===== src/rtl/tt_sweep_ctrl.sv =====
// Truth-table sweep sequencer: drives every input vector to a small gate, samples its output
// after SETTLE extra cycles and compares against an expected table. Option: TT_SWEEP_STOP_ON_ERR_EN.
module tt_sweep_ctrl #(
  parameter int unsigned N_IN   = 3,
  parameter int unsigned SETTLE = 1
) (
  input  logic                 clk,
  input  logic                 rst_n,
  input  logic                 start,
  input  logic                 abort,
  input  logic [2**N_IN-1:0]   exp_tt,
  input  logic                 dut_out,
  output logic [N_IN-1:0]      dut_in,
  output logic                 busy,
  output logic                 done,
  output logic [2**N_IN-1:0]   tt,
  output logic                 pass,
  output logic [N_IN:0]        err_cnt
);

  localparam logic [3:0]      CNT_INIT = 4'(SETTLE);
  localparam logic [N_IN-1:0] VEC_ONE  = N_IN'(1);
  localparam logic [N_IN:0]   ERR_ONE  = (N_IN + 1)'(1);

`ifdef TT_SWEEP_STOP_ON_ERR_EN
  localparam bit STOP_ON_ERR = 1'b1;
`else
  localparam bit STOP_ON_ERR = 1'b0;
`endif

  typedef enum logic [1:0] {S_IDLE, S_RUN, S_FIN} state_t;

  state_t              r_state;
  state_t              w_state_nxt;
  logic [N_IN-1:0]     r_vec;
  logic [3:0]          r_cnt;
  logic [N_IN-1:0]     r_dut_in;
  logic [2**N_IN-1:0]  r_tt;
  logic                r_pass;
  logic [N_IN:0]       r_err;

  logic                w_accept;
  logic                w_sample;
  logic                w_finish;
  logic                w_mis;
  logic [2**N_IN-1:0]  w_tt_nxt;

  always_ff @(posedge clk or negedge rst_n) begin
    if (!rst_n) r_state <= S_IDLE;
    else        r_state <= w_state_nxt;
  end

  always_comb begin
    w_state_nxt     = r_state;
    w_accept        = 1'b0;
    w_sample        = 1'b0;
    w_finish        = 1'b0;
    w_mis           = (dut_out != exp_tt[r_vec]);
    w_tt_nxt        = r_tt;
    w_tt_nxt[r_vec] = dut_out;
    case (r_state)
      S_IDLE: begin
        if (start && !abort) begin
          w_accept    = 1'b1;
          w_state_nxt = S_RUN;
        end
      end
      S_RUN: begin
        if (abort) begin
          w_state_nxt = S_IDLE;
        end else if (r_cnt == '0) begin
          w_sample = 1'b1;
          if ((r_vec == '1) || (STOP_ON_ERR && w_mis)) begin
            w_finish    = 1'b1;
            w_state_nxt = S_FIN;
          end
        end
      end
      S_FIN:   w_state_nxt = S_IDLE;
      default: w_state_nxt = S_IDLE;
    endcase
  end

  // dut_in is kept as its own register so the gate sees a glitch-free, state-qualified vector.
  always_ff @(posedge clk or negedge rst_n) begin
    if (!rst_n) begin
      r_vec    <= '0;
      r_cnt    <= '0;
      r_dut_in <= '0;
      r_tt     <= '0;
      r_pass   <= 1'b0;
      r_err    <= '0;
    end else begin
      case (r_state)
        S_IDLE: begin
          if (w_accept) begin
            r_vec    <= '0;
            r_cnt    <= CNT_INIT;
            r_dut_in <= '0;
            r_tt     <= '0;
            r_pass   <= 1'b0;
            r_err    <= '0;
          end
        end
        S_RUN: begin
          if (abort) begin
            r_pass   <= 1'b0;
            r_dut_in <= '0;
          end else if (!w_sample) begin
            r_cnt <= r_cnt - 4'd1;
          end else begin
            r_tt <= w_tt_nxt;
            if (w_mis) r_err <= r_err + ERR_ONE;
            if (w_finish) begin
              r_pass   <= (w_tt_nxt == exp_tt);
              r_dut_in <= '0;
            end else begin
              r_vec    <= r_vec + VEC_ONE;
              r_cnt    <= CNT_INIT;
              r_dut_in <= r_vec + VEC_ONE;
            end
          end
        end
        default: ;
      endcase
    end
  end

  assign dut_in  = r_dut_in;
  assign busy    = (r_state == S_RUN);
  assign done    = (r_state == S_FIN);
  assign tt      = r_tt;
  assign pass    = r_pass;
  assign err_cnt = r_err;

endmodule


===== config.mk =====
export PLATFORM = sky130hd
export DESIGN_NAME = tt_sweep_ctrl
export DESIGN_NICKNAME = d
export VERILOG_FILES = /design/src/rtl/tt_sweep_ctrl.sv
export SDC_FILE = /design/constraint.sdc
export NUM_CORES = 1
export LEC_CHECK = 0
export BUFFER_PORTS_ARGS = -buffer_cell sky130_fd_sc_hd__buf_2
export CAP_MARGIN = 10
export CORE_MARGIN = 2
export CORE_UTILIZATION = 50
export DETAILED_ROUTE_END_ITERATION = 10
export GPL_TIMING_DRIVEN = 0
export PLACE_DENSITY_LB_ADDON = 0.15
export SYNTH_ARGS = -nofsm -noshare
export SYNTH_HDL_FRONTEND = slang
export SYNTH_SLANG_ARGS = --single-unit

===== constraint.sdc =====
create_clock -name clk -period 1.9 [get_ports clk]
set_input_delay 0.19 -clock clk [delete_from_list [all_inputs] [get_ports clk]]
set_output_delay 0.19 -clock clk [all_outputs]
set_load 0.05 [all_outputs]

==> impl_metrics.env <==
export IMPL_required_ns=2.17
export IMPL_fin_ws_ns=-0.02919
export IMPL_hold_depth=4
export IMPL_nNetsFinal=257
export IMPL_fmaxAchievable_mhz=518.4
export IMPL_min_period_over_period_pct=101.5
export IMPL_die_y_microns=61.74
export IMPL_startpoint_type="flip-flop"
export IMPL_synth_top_area_share_pct=37.54
export IMPL_crit_fanout=7
export IMPL_hold_violations=0
export IMPL_rows=20
export IMPL_finalMaxSlewViolations=0
export IMPL_clkTransAtPathRegs_ns=0.17
export IMPL_syn_inst=187
export IMPL_cts_inserted_buffers=3
export IMPL_post_dp_cell_area_sq_um=1872
export IMPL_whs_ns=0.1716
export IMPL_clock_root_buffer="clkbuf_4"
export IMPL_failed_checks="setup timing"
export IMPL_drt_first_pass_iters=5
export IMPL_synth_area_leaders="dfrtp_1 38%, mux2i_1 5.4%, nand2_1 3.8%, inv_1 3.4%, nand3_1 3.3%"
export IMPL_worst_pin_slew_ns=0.5947
export IMPL_ios=31
export IMPL_grt_max_degree=26
export IMPL_p_int_uw=1114
export IMPL_seqPwrFrac_pct=36.2
export IMPL_rsz0062_at_grt="true"
export IMPL_instances_no_fill=283
export IMPL_relSlewSlack_pct=60.36
export IMPL_cts_sinks=25
export IMPL_core_area_sq_um=3103
export IMPL_hold_class="in -> reg"
export IMPL_finClkSkew_ns=0.02154
export IMPL_htreeDepth=1
export IMPL_routed_wl_microns=4656
export IMPL_n_antenna_cell=0
export IMPL_ctsLongestPathBuffers=2
export IMPL_worst_setup_path_end_kind="flip-flop"
export IMPL_first_iter_violations=100
export IMPL_postLayoutCellArea_sq_um=2195
export IMPL_arrival_ns=2.20
export IMPL_yosysWarnings=0
export IMPL_die_w_microns=61.74
export IMPL_power_density_nw_per_um2=913.4
export IMPL_peakVddDrop_mv=0.7623
export IMPL_synth_edff_count=0
export IMPL_synth_ff_type="dfrtp_1"
export IMPL_die_area_sq_um=3811
export IMPL_drv_cap=0
export IMPL_synth_area_sq_um=1667
export IMPL_place_detailed_hpwl_microns=3166
export IMPL_syn_nets=204
export IMPL_antenna_found_initial=0
export IMPL_start_util_pct=53.71
export IMPL_cts_tree="built"
export IMPL_status="complete, but fails checks"
export IMPL_ys_types=45
export IMPL_ys_seq_area_share_pct=37.54
export IMPL_grt_pass1_vias=1472
export IMPL_area_delta_synth_final_pct=31.68
export IMPL_via_per_inst=5.859
export IMPL_post_route_drc_count=0
export IMPL_worstSetupPathType="reg -> reg"
export IMPL_vias=1658
export IMPL_wl_per_cell_microns=16.45
export IMPL_dp_cells=261
export IMPL_clk_insertion_delay_late_ns=0.36
export IMPL_p_comb_share_pct=50.0
export IMPL_yosys_register_bits=25
export IMPL_switching_power_uw=890.4
export IMPL_gr_usage_all_layers_pct=24.74
export IMPL_clock_power_share_pct=13.8
export IMPL_layout_drive_gt1_share_pct=36.40
export IMPL_rr_worst_depth=6
export IMPL_leakagePower_uw=0.001028
export IMPL_synthArstFlopShare_pct=100.0
export IMPL_swShare_pct=44.42
export IMPL_portBuffers=30
export IMPL_final_fill_count=251
export IMPL_grt_first_pass_wirelength_microns=6858
export IMPL_gr_total_overflow=0
export IMPL_setup_viol=1
export IMPL_gp_congestion=0.8305
export IMPL_synth_top_area_cell="dfrtp_1"
export IMPL_period_minus_slack_ns=1.929
export IMPL_ant_nets=0
export IMPL_syn_mean_instance_area_sq_um=8.912
per-layer routing:
metal  share of wire [%]  global-route usage, %
met5                   0                      0
met4                 2.4                  10.94
met3                 5.8                  2.692
met2                  49                  41.05
met1                  43                  32.72
placed cells by master, fill, tap and decap left out, types with 2 or more instances in the layout:
master	n
nand4bb_1	2
a211o_1	2
inv_1	13
buf_4	16
dfrtp_1	22
nand4_1	4
nor3_1	4
mux2i_2	3
nor2b_1	2
nand3_1	11
dfrtp_2	3
clkbuf_4	4
nor3_4	2
inv_2	2
ha_1	3
buf_2	31
a31o_2	2
buf_12	2
nor2_1	13
a21o_1	2
a21oi_1	7
o211ai_1	2
xor2_1	5
mux2i_1	6
o21ai_0	10
nand3b_1	3
o22ai_1	6
xnor2_1	4
buf_6	2
nor3b_4	3
nand2_1	16
a31oi_1	3
flip-flops by register name, summed over array words and instances, names as in the netlist:
name,flops
dut_in,3
err_cnt,4
pass,1
r_cnt,4
r_state,2
r_vec,3
tt,8
worst paths after layout:
path                            from   endpoint  slack, ns
setup reg to reg            r_vec[2]       pass      -0.03
setup / recovery            r_vec[2]       pass      -0.03
min in group asynchronous      rst_n   r_vec[0]       0.36
max in group asynchronous      rst_n   r_vec[1]       1.13
hold / removal             exp_tt[6]       pass       0.17
hold reg to reg            dut_in[0]  dut_in[0]       0.55
cell usage after synthesis (2+ instances only):
master     instances
a31o_2             2
mux2i_1            9
a21o_1             2
xnor2_1            4
a211o_1            2
and2_1             2
o22ai_1            6
xor2_1             5
nand2_1           17
nor2_1            14
o211ai_1           2
nand4bb_1          2
buf_4              2
nor3b_1            4
nand4_1            4
dfrtp_1           25
a31oi_1            3
nor2b_1            2
ha_1               4
a21oi_1            8
nor3_1             4
nand3b_1           3
buf_2              3
nand2b_1           2
clkbuf_1           2
o21ai_0           11
nand3_1           11
inv_1             15
critical path, cell delays in order (launching register included):
cell and delay [ns]:
dfrtp_2 0.50, buf_12 0.15, nor3b_4 0.26, mux2i_2 0.30, xor2_1 0.18, nand4_1 0.12
o41ai_2 0.32
through the flow:
| step | setup slack, ns | util, % | total power, uW | setup TNS [ns] |
|---|---|---|---|---|
| 4_1_cts | -0.007974 | 65.08 | 1860 | -0.01212 |
| 3_3_place_gp | -0.1870 | 60.32 | 1461 | -1.618 |
| 2_1_floorplan | 0.1207 | - | 1296 | 0 |
| 5_1_grt | -0.05362 | 70.73 | 2101 | -0.1423 |
| 6_report | -0.02919 | 70.73 | 2005 | -0.02919 |
| 3_5_place_dp | -0.3010 | 60.32 | 1494 | -3.162 |
area by class of cell:
type	instances	area [sq um]	share of cell area, %
multi-input cells	140	1059	48.23
flip-flops and latches	25	629.4	28.68
repair buffers	48	316.6	14.42
inverters	15	56.30	2.566
clock inverters	1	8.758	0.3991
clock buffers	3	22.52	1.026
plain buffers	7	47.55	2.166
well taps	44	55.05	2.509
power by group through the flow:
stage / Sequential, uW / Clock [uW] / Combinational (uW)
3_5_place_dp: 722 / 0 / 772
5_1_grt: 738 / 294 / 1070
6_report: 726 / 277 / 1000
4_1_cts: 719 / 278 / 863
3_3_place_gp: 712 / 0 / 749
2_1_floorplan: 873 / 0 / 423
kinds of logic after synthesis:
group / synth area share [%]
AO/OA/AOI/OAI: 18.99
XOR/XNOR: 4.729
adder cells (fa/ha/maj): 3.003
buffers and inverters: 5.630
flip-flops: 37.54
multiplexers: 5.406
AND/OR/NAND/NOR: 24.70
repair_timing:
item,4_1_cts,5_1_grt
pin swaps,4,7
cloned,0,1
endpoints found under the setup margin,18,18
hold buffers,1,0
gates resized for setup,14,20
hold endpoints to repair,25,0
setup buffers,6,10
Note: power is estimated with default switching activity, not from simulation.
